<file path="src/rtl/instruction_fetch_unit.sv">
// IF stage with IF/ID pipeline register: owns the PC, issues single-outstanding
// fetches to instruction memory, and applies decode stall and redirect.
module instruction_fetch_unit #(
   parameter logic [31:0] RESET_PC  = 32'h0000_0000,
   parameter logic [31:0] NOP_INSTR = 32'h0000_0000
) (
   input  logic        Clk,
   input  logic        Reset,
   input  logic        ID_stall,
   input  logic        ID_PCSrc,
   input  logic [31:0] ID_new_PC,
   output logic        IM_Req,
   output logic [31:0] IM_Addr,
   input  logic        IM_Ready,
   input  logic [31:0] IM_RData,
   output logic [31:0] IF_ID_Instruction,
   output logic [31:0] IF_ID_PC4,
   output logic        IF_ID_Valid,
   output logic [31:0] IF_PC
);

   typedef enum logic [1:0] {
      S_FETCH = 2'd0,
      S_DROP  = 2'd1,
      S_HOLD  = 2'd2
   } state_e;

   state_e      state_q, state_d;
   logic [31:0] pc_q, pc_d;
   logic [31:0] instr_q, instr_d;
   logic [31:0] pc4_q, pc4_d;
   logic        valid_q, valid_d;
   logic [31:0] buf_q, buf_d;
   logic [31:0] bufpc4_q, bufpc4_d;
   logic [31:0] redir_q, redir_d;

   logic        redirect;
   logic [31:0] pc_plus4;

   assign redirect = ID_PCSrc & ~ID_stall;
   assign pc_plus4 = pc_q + 32'd4;

   always_comb begin
      state_d  = state_q;
      pc_d     = pc_q;
      instr_d  = instr_q;
      pc4_d    = pc4_q;
      valid_d  = valid_q;
      buf_d    = buf_q;
      bufpc4_d = bufpc4_q;
      redir_d  = redir_q;

      case (state_q)
         S_FETCH: begin
            if (IM_Ready) begin
               if (redirect) begin
                  pc_d    = ID_new_PC;
                  instr_d = NOP_INSTR;
                  pc4_d   = '0;
                  valid_d = 1'b0;
               end else if (ID_stall) begin
                  // Accept the word now so the memory is free; park it until decode drains.
                  buf_d    = IM_RData;
                  bufpc4_d = pc_plus4;
                  pc_d     = pc_plus4;
                  state_d  = S_HOLD;
               end else begin
                  instr_d = IM_RData;
                  pc4_d   = pc_plus4;
                  valid_d = 1'b1;
                  pc_d    = pc_plus4;
               end
            end else if (redirect) begin
               redir_d = ID_new_PC;
               instr_d = NOP_INSTR;
               pc4_d   = '0;
               valid_d = 1'b0;
               state_d = S_DROP;
            end else if (!ID_stall) begin
               instr_d = NOP_INSTR;
               pc4_d   = '0;
               valid_d = 1'b0;
            end
         end

         S_DROP: begin
            if (redirect) redir_d = ID_new_PC;
            if (!ID_stall) begin
               instr_d = NOP_INSTR;
               pc4_d   = '0;
               valid_d = 1'b0;
            end
            if (IM_Ready) begin
               pc_d    = redirect ? ID_new_PC : redir_q;
               state_d = S_FETCH;
            end
         end

         S_HOLD: begin
            if (!ID_stall) begin
               if (ID_PCSrc) begin
                  pc_d    = ID_new_PC;
                  instr_d = NOP_INSTR;
                  pc4_d   = '0;
                  valid_d = 1'b0;
               end else begin
                  instr_d = buf_q;
                  pc4_d   = bufpc4_q;
                  valid_d = 1'b1;
               end
               state_d = S_FETCH;
            end
         end

         default: state_d = S_FETCH;
      endcase
   end

   always_ff @(posedge Clk) begin
      if (Reset) begin
         state_q  <= S_FETCH;
         pc_q     <= RESET_PC;
         instr_q  <= NOP_INSTR;
         pc4_q    <= '0;
         valid_q  <= 1'b0;
         buf_q    <= '0;
         bufpc4_q <= '0;
         redir_q  <= '0;
      end else begin
         state_q  <= state_d;
         pc_q     <= pc_d;
         instr_q  <= instr_d;
         pc4_q    <= pc4_d;
         valid_q  <= valid_d;
         buf_q    <= buf_d;
         bufpc4_q <= bufpc4_d;
         redir_q  <= redir_d;
      end
   end

   assign IM_Req            = (state_q != S_HOLD);
   assign IM_Addr           = pc_q;
   assign IF_ID_Instruction = instr_q;
   assign IF_ID_PC4         = pc4_q;
   assign IF_ID_Valid       = valid_q;
   assign IF_PC             = pc_q;

endmodule

</file>
<file path="config.mk">
export PLATFORM = sky130hd
export DESIGN_NAME = instruction_fetch_unit
export DESIGN_NICKNAME = d
export VERILOG_FILES = /design/src/rtl/instruction_fetch_unit.sv
export SDC_FILE = /design/constraint.sdc
export NUM_CORES = 1
export LEC_CHECK = 0
export ABC_AREA = 1
export CAP_MARGIN = 20
export CORE_AREA = 4 4 178 180
export CTS_CLUSTER_SIZE = 25
export DETAILED_ROUTE_END_ITERATION = 8
export DIE_AREA = 0 0 182 184
export GPL_ROUTABILITY_DRIVEN = 0
export PLACE_DENSITY = 0.67
export RECOVER_POWER = 25
export SKIP_CTS_REPAIR_TIMING = 1
export SYNTH_ARGS = -nofsm -noshare
export SYNTH_HDL_FRONTEND = slang
export SYNTH_SLANG_ARGS = --single-unit
</file>
<file path="constraint.sdc">
create_clock -name Clk -period 2.4 [get_ports Clk]
set_input_delay 0.36 -clock Clk [delete_from_list [all_inputs] [get_ports Clk]]
set_output_delay 0.36 -clock Clk [all_outputs]
set_load 0.05 [all_outputs]
</file>
# Word-level counts from Yosys, hierarchy flattened

Index checks and enable logic that the tools add are counted.

Register bits after elaboration: 195
Bits in latches: 0
Memory bits (writable): 0
ROM bits: 0
Input bits: 69
Word-level logic and storage cells: 72
Memories kept: 0

Add/sub/neg operators: 1
$mul: 0
Div/mod/pow operators: 0
Order comparisons: 0
Eq/ne operators: 12
Shifts and indexed selects: 0
Mux-type cells: 40
Bitwise logic cells: 3
Reductions and logical operators: 8

Operator list:

| kind                  | count |
|---|---|
| $mux 32               | 21 |
| $pmux 32 s3           | 3 |
| $pmux 32 s2           | 1 |
| $add 32x3->32 const B | 1 |
| $mux 2                | 6 |
| $ne 2x2->1 const B    | 6 |
| $reduce_and 5->1      | 2 |
| $ne 3x3->1 const B    | 3 |
| $mux 1                | 7 |
| $pmux 2 s3            | 1 |
| $ne 4x4->1 const B    | 1 |
| $reduce_and 4->1      | 1 |
| $pmux 1 s3            | 1 |
| $reduce_and 3->1      | 1 |
| $reduce_bool 3->1     | 1 |
| $eq 2x1->1 const B    | 1 |
| $eq 2x2->1 const B    | 1 |
| $logic_not 2->1       | 1 |
| $not 1->1             | 2 |
| $reduce_and 2->1      | 1 |
| $reduce_bool 2->1     | 1 |
| $and 1x1->1           | 1 |

# Longest topological paths before layout

Gate-level depths: netlist of run 1.

Depth in word-level cells: 5
Mapped depth: 12
Gate-level depth less buffers: 12

# Worst setup path after synthesis of run 1

Ideal clock, no wire load.

Path kind: flip-flop to flip-flop
From: register pc_q[2] (netlist: IF_PC[2])
To: register pc_q[18] (netlist: IF_PC[18])
Arrival: 1.944 ns
Required time: 2.330 ns
Path slack: 0.386 ns
Cell stages (with the launch flop): 11
Buffers on the path: 0
Path through: dfxtp_1 -> ha_1 -> nand2_1 -> nor2_1 -> nand2_1 -> nor2_4 -> xor2_1 -> nand2_1 -> nand2_1 -> nand2_1 -> a21oi_1

Cells in the longest elaborated chain, start to end: 4

Ends and longest elaborated chain:

| what                     | line | RTL |
|---|---|---|
| start: declaration       | 29   | `logic [31:0] pc_q, pc_d;` |
| start signal: assignment | 131  | `pc_q <= pc_d;` |
| $add 32x3->32            | 41   | `assign pc_plus4 = pc_q + 32'd4;` |
| $mux 32                  | 56   | `if (redirect) begin` |
| $mux 32                  | 55   | `if (IM_Ready) begin` |
| $pmux 32 s3              | 53   | `case (state_q)` |

Every way passes these cells. The select of a mux whose other input is x is not followed.
A chain may end at the register's enable or synchronous reset.

# Final worst setup path of run 1

From: register pc_q[29] (netlist: IF_PC[29])
To: output port IM_Addr[29]

RTL lines:

| what             | line | RTL |
|---|---|---|
| end: declaration | 13   | `output logic [31:0] IM_Addr,` |

No word-level cell between the ends.

==> qor.csv, run 1 <==
stage;metric;value;unit
status;status;complete, no violations;
timing;unrepaired setup endpoints after global routing;false;
power_and_ir_drop;sequential share of power;0.312;
detailed_routing;via count;10800;
final_layout;area grow syn2layout;26.7;%
power_and_ir_drop;Sw Share;0.481;
yosys;Post-synth EDFFs;0;
placement;Post-DP HPWL;23100;um
final_layout;post-layout util;0.439;
setup_path;Setup CP Type;register to output port;
timing;Final Critical Period;2270;ps
timing;worst slew pin tran;578;ps
setup_path;CP endpoint kind;output port;
timing;final setup fails;0;
timing;Slew HR;0.613;
detailed_routing;initial drt markers;1030;
clocking;clock sinks;195;
detailed_routing;overall routed net length;33900;um
yosys;Avg Inst Size Synth;6.71;um2
global_route;pin count of the biggest net entering global routing;129;
final_layout;# diodes;0;
setup_path;Crit-path slowest cell;clkdlybuf4s50_1;
power_and_ir_drop;Net Sw Power;7.24;mW
setup_path;WP data required;2040;ps
setup_path;R2R depth;8;
clocking;clock transition at the registers of the reported paths;70;ps
detailed_routing;Via density;5.17;
clocking;total CTS buffers;17;
die;Initial Util;0.346;
timing;Max Freq;0.441;GHz
yosys;top post-synthesis cells by area;dfxtp_1 (37%), nand2_1 (13%), o21ai_0 (12%);
timing;Slew Limit Fails;0;
setup_path;critical path arrival;1910;ps
yosys;cells after synthesis;1558;
power_and_ir_drop;Internal;7.80;mW
setup_path;CP peak stage delay;900;ps
die;core area;30200;um2
detailed_routing;Final ANT Viol Nets;0;
setup_path;Crit. path cell count;1;
yosys;Yosys top cell by area;dfxtp_1;
power_and_ir_drop;clock power share;0.197;
global_route;gr ovfl total;0;
placement;IO Port Bufs;198;
clocking;H-tree Lvls;4;
die;row count;64;
clocking;CTS root buf;clkbuf_16;
global_route;vias in the first global route;9679;
final_layout;nets@finish;1744;
final_layout;Filler Cells Inserted;3037;
die;Die Ht;184;um
global_route;global-route wire length before repair;52600;um
setup_path;CP cell instances;clkdlybuf4s50_1;
final_layout;ratio of cells with drive above 1 in the final layout;0.0559;
hold_path;depth of the worst hold-timing path;2;
global_route;initial antenna violation count;0;
timing;Clock Skew;12.4;ps
yosys;Seq/Total Area, Yosys;0.374;
power_and_ir_drop;Lkg Pwr;5.40;nW
clocking;later-pin clock latency in the skew report;450;ps
yosys;count leader, synth;nand2_1;
hold_path;worst min path class;register to register;
power_and_ir_drop;VDD IR max;612;uV
clocking;Bufs on Longest Clock Path;2;
flow_run;max-cap violation count;0;
yosys;Ys Warns;0;
power_and_ir_drop;Cell Pwr Density;1140;nW/um2
setup_path;CP Max Fanout;7;
setup_path;Crit path max-delay family;buffers and inverters;
yosys;post-synthesis register bit count;195;
timing;hold slack final;461;ps
clocking;TritonCTS clock tree;done;
yosys;Syn Nets;1632;
detailed_routing;Wirelength per Cell;16.3;um
yosys;synth unique cells;39;
timing;Tcrit/Tclk final;0.946;
detailed_routing;Pre-antenna DRT Iters;7;
yosys;top_reg_cell synth;dfxtp_1;
yosys;Mapped Area;10500;um2
die;full die area;33500;um2
setup_path;crit path buf inv count;1;
yosys;post-synth top area share;0.374;
timing;final setup TNS;0;ps
yosys;Commonest cells post-synth;nand2_1 (357), o21ai_0 (258), a21oi_1 (210);
timing;Final Hold Fails;0;
detailed_routing;DRC violations left;0;
die;IO Pins;199;
power_and_ir_drop;Comb pwr share;0.491;
global_route;Tot GR Track Use;0.192;
yosys;ys async rst share;0;
setup_path;Critical Path Start Type;register;
die;die width;182;um
## routing by layer
layer	part of all wire	track usage	vias to the layer above
met2	0.45	0.294	454
met5	0	0	-
met3	0.068	0.0311	44
li1	-	-	5371
met1	0.47	0.279	4886
met4	0.018	0.0537	0
## placed cells by master, fill, tap and decap left out, types with 4 or more instances in the layout
| cell | synthesis | final |
|---|---|---|
| xor2_1 | 10 | 10 |
| o21ai_1 | 6 | 6 |
| clkbuf_16 | 0 | 17 |
| nand3b_1 | 11 | 11 |
| o21bai_1 | 19 | 19 |
| a22oi_1 | 5 | 5 |
| a31oi_1 | 14 | 14 |
| nor2_1 | 69 | 70 |
| o211ai_1 | 10 | 10 |
| buf_12 | 0 | 12 |
| o22ai_1 | 10 | 10 |
| nand3_1 | 25 | 25 |
| nor2_4 | 5 | 6 |
| dfxtp_1 | 195 | 195 |
| inv_1 | 149 | 149 |
| dlygate4sd3_1 | 0 | 18 |
| clkinv_4 | 0 | 4 |
| buf_4 | 35 | 21 |
| a21oi_1 | 210 | 210 |
| o221ai_1 | 21 | 21 |
| o21ai_0 | 258 | 258 |
| a21oi_2 | 4 | 4 |
| ha_1 | 5 | 5 |
| clkdlybuf4s50_1 | 0 | 179 |
| nand2_1 | 357 | 358 |
| inv_8 | 0 | 4 |
## worst paths after layout
check,from,end,slack (ps)
worst max-delay path,IF_PC[29],IM_Addr[29],130
worst min-delay path,bufpc4_q[4],bufpc4_q[4],460
worst max register to register,state_q[0],buf_q[5],220
worst min register to register,bufpc4_q[4],bufpc4_q[4],460
## registers in the layout (all words and copies together), names as in the netlist
register	count
IF_PC	32
redir_q	32
buf_q	32
state_q	2
bufpc4_q	32
IF_ID_Valid	1
IF_ID_Instruction	32
IF_ID_PC4	32
## kinds of logic (layout without fill, tap and decap cells)
family | Yosys count | in the layout | synth area share
compound gates | 565 | 565 | 0.293
simple gates | 483 | 483 | 0.190
buf+inv | 295 | 420 | 0.123
flops | 195 | 195 | 0.374
xor+xnor | 15 | 15 | 0.0140
fa+ha+maj | 5 | 5 | 0.00599
## power by group through the flow
stage	registers, mW	logic, mW	clock network (mW)
6_report	4.69	7.39	2.96
5_1_grt	4.80	7.93	3.14
4_1_cts	4.69	7.40	3.00
3_5_place_dp	4.76	7.37	0
3_3_place_gp	4.73	7.30	0
2_1_floorplan	5.87	3.90	0
## metrics by stage
step	cell area, um2	power [mW]	setup WS, ps	std cells
after floorplan	10500	9.77	386	1558
after global placement	12700	12.0	141	2047
after detailed placement	12700	12.1	114	2047
after CTS	13300	15.1	122	2079
after global routing	13200	15.9	49.7	2079
final	13200	15.0	130	2079
## cell type report
class / count / area [um2] / share of cell area
Clock buffer: 17 / 425 / 0.0321
Clock inverter: 15 / 185 / 0.0140
Inverter: 154 / 579 / 0.0438
Multi-Input combinational cell: 1068 / 5260 / 0.397
Sequential cell: 195 / 3900 / 0.295
Tap cell: 396 / 495 / 0.0374
Timing Repair Buffer: 234 / 2390 / 0.181
Power figures use the tool's default switching activity.
==> run 2, diff against run 1 <==
--- a/config.mk
+++ b/config.mk
@@ -7,12 +7,12 @@
 export LEC_CHECK = 0
 export ABC_AREA = 1
 export CAP_MARGIN = 20
-export CORE_AREA = 4 4 178 180
+export CORE_AREA = 4 4 146 148
 export CTS_CLUSTER_SIZE = 25
 export DETAILED_ROUTE_END_ITERATION = 8
-export DIE_AREA = 0 0 182 184
+export DIE_AREA = 0 0 150 152
 export GPL_ROUTABILITY_DRIVEN = 0
-export PLACE_DENSITY = 0.67
+export PLACE_DENSITY = 0.9
 export RECOVER_POWER = 25
 export SKIP_CTS_REPAIR_TIMING = 1
 export SYNTH_ARGS = -nofsm -noshare
==> run 2 against run 1 <==
  * Fmax fell by 0.52%
  * Power fell by 0.28%
  * Clock power fell by 2%
  * Register-to-register slack got worse by 100 ps
  * Critical endpoint is now IF_ID_Instruction[6]
  * Utilization rose by 21 points
  * Critical path depth rose by 7
  * Global-route usage rose by 9.3 points
  * Via count rose by 7.0%
  * Sequential cell count did not move
==> qor.csv, run 2 (synthesis gave the netlist of run 1 again) <==
stage;metric;value;unit;change
status;status;complete, no violations;;
timing;hold slack final;468;ps;+6.67 ps
global_route;vias in the first global route;10400;;+7.1%
global_route;gr ovfl total;0;;unchanged
setup_path;Setup CP Type;register to register;;
die;die width;150;um;-18%
timing;Tcrit/Tclk final;0.951;;+0.00498
placement;dpl cell area;12500;um2;-1.5%
clocking;total CTS buffers;17;;unchanged
die;Die Ht;152;um;-17%
timing;Max Freq;0.438;GHz;-0.52%
final_layout;area grow syn2layout;25.1;%;
setup_path;RR Startpoint;state_q[0];;
clocking;CTS root buf;clkbuf_16;;
hold_path;worst min path class;input port to register;;
flow_run;max-cap violation count;0;;unchanged
setup_path;critical path arrival;2660;ps;+750 ps
timing;final setup TNS;0;ps;unchanged
placement;IO Port Bufs;198;;unchanged
timing;final setup fails;0;;unchanged
detailed_routing;Via density;5.89;;+14%
setup_path;Critical path origin;state_q[0];;
detailed_routing;Pre-antenna DRT Iters;7;;unchanged
hold_path;hold path start;IM_RData[11];;
die;core area;20000;um2;-34%
setup_path;Critical Path Start Type;register;;
die;full die area;22800;um2;-32%
clocking;Bufs on Longest Clock Path;2;;unchanged
detailed_routing;DRC violations left;0;;unchanged
die;row count;52;;-19%
detailed_routing;Wirelength per Cell;17.3;um;+6.1%
timing;Slew Limit Fails;0;;unchanged
detailed_routing;initial drt markers;1857;;+80%
setup_path;WP data required;2780;ps;+740 ps
clocking;clock transition at the registers of the reported paths;80;ps;about the same
final_layout;ratio of cells with drive above 1 in the final layout;0.0582;;+0.00238
timing;Final Hold Fails;0;;unchanged
detailed_routing;overall routed net length;33800;um;-0.29%
global_route;global-route wire length before repair;53700;um;+2.1%
final_layout;commonest non-fill, non-tap cell in the layout;nand2_1;;
power_and_ir_drop;Lkg Pwr;5.53;nW;+2.4%
power_and_ir_drop;Cell Pwr Density;1150;nW/um2;+1.0%
global_route;pin count of the biggest net entering global routing;84;;-35%
final_layout;nets@finish;1744;;unchanged
placement;Post-DP HPWL;22200;um;-3.8%
global_route;Tot GR Track Use;0.284;;+0.0925
die;Initial Util;0.521;;+0.175
placement;DP Worst Slack;105;ps;-8.84 ps
timing;Slew HR;0.600;;-0.0133
clocking;TritonCTS clock tree;done;;
setup_path;CP Max Fanout;15;;+8
timing;setup slack after layout;119;ps;-11.9 ps
timing;unrepaired setup endpoints after global routing;false;;
die;IO Pins;199;;unchanged
final_layout;# diodes;0;;unchanged
setup_path;CP endpoint kind;register;;
final_layout;design area;13100;um2;-1.3%
timing;Clock Skew;16.2;ps;+3.85 ps
clocking;H-tree Lvls;4;;unchanged
timing;worst slew pin tran;598;ps;+19.8 ps
clocking;later-pin clock latency in the skew report;450;ps;about the same
clocking;clock sinks;195;;unchanged
power_and_ir_drop;VDD IR max;736;uV;+20%
timing;Final Critical Period;2280;ps;+11.9 ps
final_layout;commonest cells after routing, fill and taps aside;nand2_1 (357), o21ai_0 (259), a21oi_1 (210);;
detailed_routing;via count;11500;;+7.0%
detailed_routing;Final ANT Viol Nets;0;;unchanged
global_route;initial antenna violation count;0;;unchanged
[run 2: cell count changes in the layout (fill, tap and decap cells not counted), moves of 2 or more]
cell             previous run  this run
inv_1                     149       147
inv_8                       4         6
inv_2                       3         5
buf_12                     12        10
buf_6                       0         2
buf_4                      21        25
clkdlybuf4s50_1           179       130
clkinv_4                    4         1
dlygate4sd3_1              18        67
clkinv_8                    3         5
[run 2: final timing paths]
path	end	slack (ps)	cells past startpoint
worst max-delay path	IF_ID_Instruction[6]	120	8
worst min-delay path	buf_q[11]	470	3
worst max register to register	IF_ID_Instruction[6]	120	8
worst min register to register	IF_ID_Instruction[16]	470	2
[run 2: layout make-up]
| class | count | area (um2) |
|---|---|---|
| multi-input cells | 1068 | 5260 |
| clock inverters | 15 | 183 |
| repair buffers | 234 | 2380 |
| inverters | 154 | 579 |
| clock buffers | 17 | 425 |
| flip-flops and latches | 195 | 3900 |
| fillers | 1673 | 6970 |
| well taps | 270 | 338 |
[run 2: power by group]
group	total (mW)	internal, mW	leakage, nW	switching (mW)
Clock	2.91	1.42	0.294	1.49
Combinational	7.39	2.29	3.63	5.11
Sequential	4.69	3.93	1.60	0.761
[run 2: critical path: stages (launching register included)]
cell and delay (ps):
dfxtp_1 400, inv_1 130, ha_1 410, inv_1 160, o21ai_0 170, o21ai_2 400, buf_4 300, nand2_1 80
a21oi_1 160
[run 2: routing by layer]
metal / wire length, um / global-route usage / vias up
li1: - / - / 5361
met1: 13400 / 0.395 / 5232
met2: 15500 / 0.442 / 805
met3: 3820 / 0.0518 / 108
met4: 1120 / 0.101 / 0
met5: 0 / 0 / -
[run 2: metrics by stage]
step	util	instances	power [mW]
2_1_floorplan	-	1558	9.77
3_3_place_gp	0.623	1921	11.8
3_5_place_dp	0.623	1921	12.0
4_1_cts	0.653	1953	15.0
5_1_grt	0.652	1953	15.7
6_report	0.652	1953	15.0
